File: config.mk
export PLATFORM = sky130hd
export DESIGN_NAME = fi_fo
export DESIGN_NICKNAME = d
export VERILOG_FILES = /design/src/rtl/fi_fo.sv
export SDC_FILE = /design/constraint.sdc
export NUM_CORES = 1
export LEC_CHECK = 0
export CORE_AREA = 2 2 254 256
export DETAILED_ROUTE_END_ITERATION = 8
export DIE_AREA = 0 0 256 258
export RECOVER_POWER = 25
export SYNTH_ARGS = -nofsm -noshare
export SYNTH_HDL_FRONTEND = slang
export SYNTH_SLANG_ARGS = --single-unit
File: constraint.sdc
create_clock -name clk -period 2.95 [get_ports clk]
set_input_delay 0.59 -clock clk [delete_from_list [all_inputs] [get_ports clk]]
set_output_delay 0.59 -clock clk [all_outputs]
set_load 0.03 [all_outputs]
File: src/rtl/fi_fo.sv
// Purpose : single-clock 32-bit FIFO buffering ARINC-429 words between the datapath and host logic.
// Latency : standard (non-FWFT) read; dout updates one clock after an accepted read.
// Backpress: writes are dropped while full and reads are ignored while empty; the status flags are the flow control.
//
// Ports:
//   clk          system clock, rising edge
//   rst          asynchronous reset, active-low
//   din          write data
//   wr_en        write request, accepted when not full
//   rd_en        read request, accepted when not empty
//   dout         registered read data, holds its value when no read is accepted
//   full         count == DEPTH
//   almost_full  count >= DEPTH-1
//   empty        count == 0
//   almost_empty count <= 1
module fi_fo #(
    parameter int WIDTH  = 32,
    parameter int DEPTH  = 16,
    parameter int ADDR_W = $clog2(DEPTH)
) (
    input  logic             clk,
    input  logic             rst,
    input  logic [WIDTH-1:0] din,
    input  logic             wr_en,
    input  logic             rd_en,
    output logic [WIDTH-1:0] dout,
    output logic             full,
    output logic             almost_full,
    output logic             empty,
    output logic             almost_empty
);

    localparam logic [ADDR_W:0] CNT_FULL = (ADDR_W+1)'(DEPTH);
    localparam logic [ADDR_W:0] CNT_AF   = (ADDR_W+1)'(DEPTH - 1);
    localparam logic [ADDR_W:0] CNT_ONE  = (ADDR_W+1)'(1);

    logic [WIDTH-1:0]  mem [DEPTH];
    logic [ADDR_W-1:0] wr_ptr;
    logic [ADDR_W-1:0] rd_ptr;
    logic [ADDR_W:0]   count;
    logic [ADDR_W:0]   count_nxt;
    logic              wr_acc;
    logic              rd_acc;

    // Acceptance uses the registered flags, i.e. the state before the edge.
    // This makes "both while empty" a pure write and "both while full" a pure read.
    assign wr_acc = wr_en & ~full;
    assign rd_acc = rd_en & ~empty;

    always_comb begin
        count_nxt = count;
        case ({wr_acc, rd_acc})
            2'b10:   count_nxt = count + CNT_ONE;
            2'b01:   count_nxt = count - CNT_ONE;
            default: count_nxt = count;
        endcase
    end

    // Storage is deliberately not reset; the pointers alone define what is valid.
    always_ff @(posedge clk) begin
        if (wr_acc) begin
            mem[wr_ptr] <= din;
        end
    end

    always_ff @(posedge clk or negedge rst) begin
        if (!rst) begin
            wr_ptr       <= '0;
            rd_ptr       <= '0;
            count        <= '0;
            dout         <= '0;
            full         <= 1'b0;
            almost_full  <= 1'b0;
            empty        <= 1'b1;
            almost_empty <= 1'b1;
        end else begin
            if (wr_acc) begin
                wr_ptr <= wr_ptr + 1'b1;   // wraps modulo DEPTH
            end
            if (rd_acc) begin
                dout   <= mem[rd_ptr];
                rd_ptr <= rd_ptr + 1'b1;
            end
            count <= count_nxt;
            // Flags come from the next count so they line up with the count register.
            full         <= (count_nxt == CNT_FULL);
            almost_full  <= (count_nxt >= CNT_AF);
            empty        <= (count_nxt == '0);
            almost_empty <= (count_nxt <= CNT_ONE);
        end
    end

endmodule

# After elaboration in Yosys (flattened, before gate mapping)

Memories as Yosys holds them, arrays and structs flattened. A register that Yosys moved wholly into a read port is not among the register bits.
Index checks and enable logic that the tools add are counted.

Register bits after elaboration: 17
RAM bits: 512
Input bits: 36
Output and inout port bits: 36
Memories: 1

Add/sub/neg operators: 4
$lt $le $gt $ge: 2
Equality and inequality tests: 3
Multiplexer cells: 3
Bitwise gates (word level): 4
Reductions and logical operators: 2

Memory list:

| memory | words | bits a word | rd ports | clocked after Yosys merged registers in | write ports | RTL line | text |
|---|---|---|---|---|---|---|---|
| mem    | 16    | 32          | 1        | 1                                       | 1           | 37       | `logic [WIDTH-1:0] mem [DEPTH];` |

Operator list:

| kind                | count |
|---|---|
| $pmux 5 s2          | 1 |
| $add 4x1->4 const B | 2 |
| $add 5x1->5 const B | 1 |
| $eq 5x5->1 const B  | 1 |
| $ge 5x4->1 const B  | 1 |
| $le 5x1->1 const B  | 1 |
| $logic_not 5->1     | 1 |
| $sub 5x1->5 const B | 1 |
| $and 1x1->1         | 2 |
| $eq 2x1->1 const B  | 1 |
| $eq 2x2->1 const B  | 1 |
| $mux 1              | 2 |
| $not 1->1           | 2 |
| $logic_not 1->1     | 1 |

# Longest topological paths before layout

Word-level depth: 5
Gate-level depth with buffers: 12

# Worst setup path before layout

No wires, ideal clock.

Path kind: input to register
From: input rd_en
To: register full
Setup time: 0.095 ns
Data arrival time: 2.719 ns
Data required time: 2.855 ns
Setup slack: 0.136 ns
Stages on the path: 12
Path through: nor2b_1 > clkbuf_1 > clkbuf_1 > ha_1 > buf_2 > xor2_1 > ha_1 > o211ai_1 > a21o_1 > a21oi_2 > xor2_2 > nor4b_2

Word-level cells in the longest chain between the ends: 4

Ends and longest elaborated chain:

| what                                     | RTL line | text |
|---|---|---|
| start: declaration                       | 25       | `input logic rd_en,` |
| $and 1x1->1 (*)                          | 48       | `assign rd_acc = rd_en & ~empty;` |
| $eq 2x1->1 or $eq 2x2->1 (tied branches) | 52       | `case ({wr_acc, rd_acc})` |
| $pmux 5 s2 (*)                           | 52       |  |
| via count_nxt[4]                         | 41       | `logic [ADDR_W:0] count_nxt;` |
| $eq 5x5->1 (*)                           | 86       | `full <= (count_nxt == CNT_FULL);` |
| end signal: assignment                   | 86       |  |
| end: declaration                         | 27       | `output logic full,` |

The timed path passes the listed nets; every way through them passes the cells marked *.
A chain may end at the register's enable or synchronous reset.

# Worst setup path after layout

From: input wr_en
To: register almost_full

Word-level cells in the longest chain between the ends: 4

Ends and longest elaborated chain:

| what                                     | RTL line | text |
|---|---|---|
| start: declaration                       | 24       | `input logic wr_en,` |
| $and 1x1->1 (*)                          | 47       | `assign wr_acc = wr_en & ~full;` |
| $eq 2x1->1 or $eq 2x2->1 (tied branches) | 52       |  |
| $pmux 5 s2 (*)                           | 52       |  |
| via count_nxt[2]                         | 41       |  |
| $ge 5x4->1 (*)                           | 87       | `almost_full <= (count_nxt >= CNT_AF);` |
| end signal: assignment                   | 87       |  |
| end: declaration                         | 28       | `output logic almost_full,` |

Marks and branches as above.

==> flow_metrics.py <==
metrics = {
    "floorplanning": {
        "fp.dieH_um": 258,
        "coreArea_mm2": 0.0636,
        "pin_count": 72,
        "die_area_mm2": 0.0660,
        "die_w_um": 256,
        "rows": 93,
        "initial_utilization_pct": 34.4,
    },
    "cts": {
        "clk_path_buf_depth": 3,
        "cts_setup_buffers": 0,
        "insertion_delay_ns": 0.61,
        "cts_resized": 0,
        "cts_tree": "done",
        "cts_htree_levels": 2,
        "clock_sinks": 561,
        "ctsHoldBuffers": 0,
        "root_buffer": "clkbuf_16",
        "clk_pin_slew_ns": 0.06,
        "cts_inserted_buffers": 58,
    },
    "worst_setup_path": {
        "worst-path-buf-inv": 2,
        "slowest_stage": "clkdlybuf4s50_1",
        "required_ns": 3.50,
        "path_cells": "clkdlybuf4s50_1 > nor2b_1 > inv_1 > ha_1 > xor2_1 > ha_1 > a21oi_1 > xnor2_1 > nand2_1 > xnor2_1 > a41o_1",
        "max_stage_delay_ns": 0.45,
        "worst-path-stages": 11,
        "crit_type": "in2reg",
        "end_kind": "register",
        "ff2ff_path_depth": 10,
        "path_delay_family": "XOR/XNOR gates",
        "start_kind": "input port",
        "arrival_ns": 3.06,
        "cp_max_fo": 5,
    },
    "sta": {
        "tightestPinTransition_ns": 2.05,
        "final.setup_skew_ns": 0.0275,
        "max_clock_freq_mhz": 398,
        "min_period_over_period_pct": 85.1,
        "min_period_ns": 2.51,
        "setup_viol": 0,
        "slew_violations": 25,
        "hold_viol": 0,
        "rsz0062_at_grt": "false",
        "setup_slack_ns": 0.441,
        "slew_headroom_pct": -36.9,
    },
    "synth": {
        "synth_cells": 1151,
        "synth_fp_nets": 1196,
        "synth_area_leaders": "edfxtp_1, mux4_2, dfrtp_1, mux2_1, mux2_2",
        "syn_area_mm2": 0.0219,
        "yosysSeqAreaShare_pct": 75.8,
        "synth_top_area_share_pct": 70.2,
        "avgSynthCellArea_um2": 19.0,
        "yosys.area.top_type": "edfxtp_1",
        "yosysWarnings": 0,
        "synth_edf_count": 512,
        "synth_cell_type_count": 44,
        "async_flop_share_pct": 8.73,
        "yosys_register_bits": 561,
        "synthFlopType": "edfxtp_1",
    },
    "run_status": {
        "violations": "max-capacitance violations, max-slew violations",
        "status": "complete, but fails checks",
    },
    "final_layout": {
        "area_growth_pct": 19.2,
        "layout.cells.non_filler": 2189,
        "layout_common_cells": "edfxtp_1, nor2_1, mux2_1, mux4_2, a21oi_1",
        "n_antenna_cell": 0,
        "layout_commonest_cell": "edfxtp_1",
        "nNetsFinal": 1329,
        "drive_gt1_share_pct": 22.4,
    },
    "grt": {
        "grt_max_degree": 69,
        "first_global_vias": 11076,
        "grt-ovfl-total": 0,
        "antenna_found_initial": 3,
        "grt_pass1_wl_um": 71300,
        "grt.total_usage_pct": 14.4,
    },
    "pwr": {
        "power.leakage_uw": 0.00857,
        "p_per_area_mw_per_mm2": 983,
        "ir_drop_v": 0.000508,
    },
    "place": {
        "pre_cts_ws_ns": -0.218,
        "portBuffers": 71,
        "dp_cells": 2079,
        "hpwl_um": 28300,
        "gp_congestion": 0.745,
    },
    "route": {
        "drt-pass1-iter-count": 5,
        "via_per_inst": 4.91,
        "avgRoutedWirePerCell_um": 21.7,
        "ant_nets": 0,
        "routed_wirelength_um": 47500,
        "drc": 0,
        "drt_iter0_drc": 779,
        "vias": 10747,
    },
    "job": {
        "maxCapViolations": 1,
    },
    "worst_hold_path": {
        "min_path_cells": 2,
        "hp-class": "reg2reg",
    },
}
[metrics by stage]
stage	setup TNS, ns	total power [uW]	utilization, %	hold WS, ns	cell area [um2]
final	0	25700	41.0	0.524	26100
after CTS	0	26000	41.0	0.136	26100
after floorplan	0	15800	-	0.294	21900
after global routing	0	26900	41.0	0.550	26100
after detailed placement	-0.819	18600	37.9	0.520	24100
after global placement	-0.358	18400	37.9	0.516	24100
[worst reg2reg max path, delay by kind of cell (launching register included)]
family                   cells  cell delay [ns]
AO/OA/AOI/OAI                2             0.38
XOR/XNOR                     3             0.74
adder cells (fa/ha/maj)      2             0.50
buffers and inverters        1             0.10
flip-flops                   1             0.39
AND/OR/NAND/NOR              2             0.31
[cell families (layout without fill, tap and decap cells)]
kind of cell,Yosys count,count (layout),share of synthesized area [%]
muxes,226,226,14.8
and+or+nand+nor,140,140,2.88
DFF,561,561,75.8
adders and majority gates,9,9,0.514
buffers and inverters,68,251,1.95
AOI/OAI and AO/OA,135,135,3.52
xor gates and xnor gates,12,12,0.514
[flip-flops by register name, summed over array words and instances (netlist names)]
name	count
wr_ptr	4
mem	512
dout	32
empty	1
almost_full	1
full	1
almost_empty	1
rd_ptr	4
count	5
[worst paths after layout]
| check | to | from | slack, ns |
|---|---|---|---|
| hold reg to reg | dout[21] | dout[21] | 0.52 |
| setup reg to reg | almost_full | full | 0.48 |
| max in group asynchronous | dout[13] | rst | 0.70 |
| hold / removal | dout[21] | dout[21] | 0.52 |
| setup / recovery | almost_full | wr_en | 0.44 |
| min in group asynchronous | dout[1] | rst | 0.57 |
[layout make-up]
type	count	area [um2]
Inverter	5	18.8
Clock buffer	85	1660
Timing Repair Buffer	136	1530
Sequential cell	561	16600
Fill cell	5658	37500
Multi-Input combinational cell	522	4900
Clock inverter	25	309
Tap cell	855	1070
[routing by layer]
layer	GRT usage [%]	wire (um)
met1	19.6	20900
met2	24.2	23400
met3	2.41	2420
met4	3.41	827
met5	0	13
[where the power goes]
group	total [uW]	internal, uW	switching, uW
clock network	7430	4440	2990
logic	7810	3480	4330
registers	10400	9780	646
[synth_stat cells, types with 2 or more instances]
| master | number |
|---|---|
| a21oi_1 | 63 |
| and2_1 | 16 |
| buf_12 | 5 |
| buf_2 | 37 |
| buf_4 | 2 |
| buf_8 | 2 |
| clkbuf_1 | 14 |
| clkbuf_4 | 2 |
| dfrtp_1 | 47 |
| dfstp_2 | 2 |
| edfxtp_1 | 512 |
| ha_1 | 9 |
| inv_1 | 5 |
| mux2_1 | 77 |
| mux2_2 | 49 |
| mux2i_1 | 34 |
| mux4_2 | 66 |
| nand2_1 | 9 |
| nand2b_1 | 3 |
| nand4_1 | 3 |
| nor2_1 | 95 |
| nor2b_1 | 2 |
| nor3_1 | 2 |
| nor3b_1 | 2 |
| nor4_1 | 2 |
| o21ai_1 | 3 |
| o22ai_1 | 62 |
| xnor2_1 | 9 |
| xor2_1 | 2 |
(Power assumes the default switching activity.)
==> variant (same flow settings) <==
`DEPTH`: 16 -> 32.
--- a/src/rtl/fi_fo.sv
+++ b/src/rtl/fi_fo.sv
@@ -17,3 +17,3 @@
     parameter int WIDTH  = 32,
-    parameter int DEPTH  = 16,
+    parameter int DEPTH  = 32,
     parameter int ADDR_W = $clog2(DEPTH)
Behaviour: no difference found for any inputs over 4 cycles, from zero or initial values and one cycle with rst low; that may be too few to reach the edited logic, so the function may still have changed.
==> variant against the unedited design <==
The run still ends with max-capacitance violations, max-slew violations left. Wire length grew 97%. Core utilization grew 33 points. Clock skew shrank 0.0097 ns. Total power grew 70%. Worst setup slack lost 0.093 ns. Final area grew 81%. Sequential cell count grew 515. Synthesized area grew 85%. Sequential power grew 80%. Synthesized cell count grew 56%. Maximum frequency shrank 3.6%. Count of clock-buffer cells in the layout grew 55. Combinational power grew 59%. Critical endpoint is now full.
==> variant: results (changes against the unedited design) <==
metric,value,unit,change
"FFs w/ async S/R, synth",4.83,%,-3.9 points
outcome,finished with violations,,
clock-pin slew on the worst setup and hold paths,0.06,ns,about the same
P_leak,15.0,nW,+75%
Skew-Pair Late Insertion Delay,0.66,ns,+0.05 ns
"worst slack, placed",-0.204,ns,+0.0139 ns
H-tree level count,3,,+1
Final nets,2069,,+56%
Placed Instances,2776,,+34%
post-CTS setup repair buffer count,0,,unchanged
share of layout cells above drive strength 1,28.3,%,+5.8 points
Final Skew,0.0179,ns,-0.00965 ns
crit share post-route,88.2,%,+3.2 points
Post-CTS Resized,0,,unchanged
Buffers on Ports,71,,unchanged
"top cells by count, synth","edfxtp_1 (1024), mux4_2 (256), o22ai_1 (128), dfrtp_1 (50), nand2_1 (48)",,
ranking of synthesized cells by area,"edfxtp_1 (76%), mux4_2 (14%), dfrtp_1 (3.1%)",,
register area share after synthesis,79.0,%,+3.2 points
R2R setup slack,0.35,ns,-0.13 ns
MaxCap Viol Count,1,,unchanged
CTS Buf Count,103,,+78%
placed cell areas,44100,sq um,+83%
gr usage total,29.1,%,+15 points
Worst Tran Pin Value,1.99,ns,-0.0647 ns
Hold WC Path Type,input pin to async pin,,
Netlist cell types,47,,+6.8%
initial DRC count,2155,,+180%
largest net degree at the start of global routing,53,,-23%
max reg flops,1024,,+100%
CP Max Fanout,3,,-2
setup TNS,0,ns,unchanged
Placer Congestion,0.824,,+11%
final setup fails,0,,unchanged
Max clock buf depth,3,,unchanged
via/cell ratio,6.61,,+35%
final hold slack,0.480,ns,-0.0444 ns
average wire per standard cell,31.5,microns,+45%
first-pass detailed-route iteration total,5,,unchanged
RR Endpoint,full,,
fin area,47300,sq um,+81%
max-slew violation count,53,,+110%
failing checks,"max-capacitance violations, max-slew violations",,
initial antenna violation count,1,,-2
ys flop type,edfxtp_1,,
Largest regs,"mem x1024, dout x32, count x6",,
"EDFF count, synth",1024,,+100%
Peak VDD IR,0.000709,V,+40%
vias post-DR,19600,,+82%
CP Data Arrival Time,3.16,ns,+0.10 ns
Final HPWL DP,54000,microns,+91%
Register-to-Register Path Depth,10,,unchanged
first-pass GRT wire length,136000,microns,+91%
post-synthesis cell count,1799,,+56%
reg2reg start,empty,,
variant: changes by cell type in the layout (fill, tap and decap cells not counted), moves of 58 or more:
cell and change:
mux4_2 +190, a21oi_1 -58, o22ai_1 +66, mux2_1 -77
nor2_1 -90, edfxtp_1 +512
variant: worst max path at each step:
stage,to,depth (start not counted),start
floorplan,mem[31][0],5,wr_en
global placement,almost_full,10,wr_en
detailed placement,full,11,rd_en
CTS,full,10,empty
global route,full,10,full
finish,full,10,empty
variant: metal layers:
layer  vias up  share of wire, %  routed length (microns)  track usage, %
met5         -                 0                        0               0
met4         0               2.7                     2560            9.03
met3       152               8.4                     7860            5.44
met2       902                50                    46700            47.0
met1     10400                39                    36400            41.6
li1       8129                 -                        -               -
variant: cells by family (layout without fill, tap and decap cells):
logic type | count (synthesis) | in the layout | synth area share, %
multiplexers | 257 | 257 | 14.2
XOR/XNOR | 12 | 12 | 0.259
flip-flops | 1076 | 1076 | 79.0
AO/OA/AOI/OAI | 184 | 184 | 2.79
buffers and inverters | 110 | 424 | 1.53
AND/OR/NAND/NOR | 153 | 153 | 2.02
adder cells (fa/ha/maj) | 7 | 7 | 0.216
variant: power breakdown:
part           switching [mW]  total (mW)  internal, mW
clock                    5.42        12.7          7.24
sequential              0.690        18.7          18.0
combinational            6.57        12.4          5.80
variant: final cells by class:
cell class | count | area (sq um)
inverters | 5 | 18.8
fillers | 3670 | 16300
clock inverters | 52 | 463
multi-input cells | 613 | 8170
repair buffers | 227 | 2710
flip-flops and latches | 1076 | 32100
well taps | 855 | 1070
clock buffers | 140 | 2820
variant: critical path, stage by stage, from the launching register on:
cell      delay, ns
dfstp_2        0.55
nand2b_4       0.12
nor2_1         0.06
xor2_1         0.13
ha_1           0.19
or3b_2         0.46
nand4_1        0.13
a21oi_1        0.10
xor2_1         0.16
nor3_1         0.26
nor4bb_1       0.33
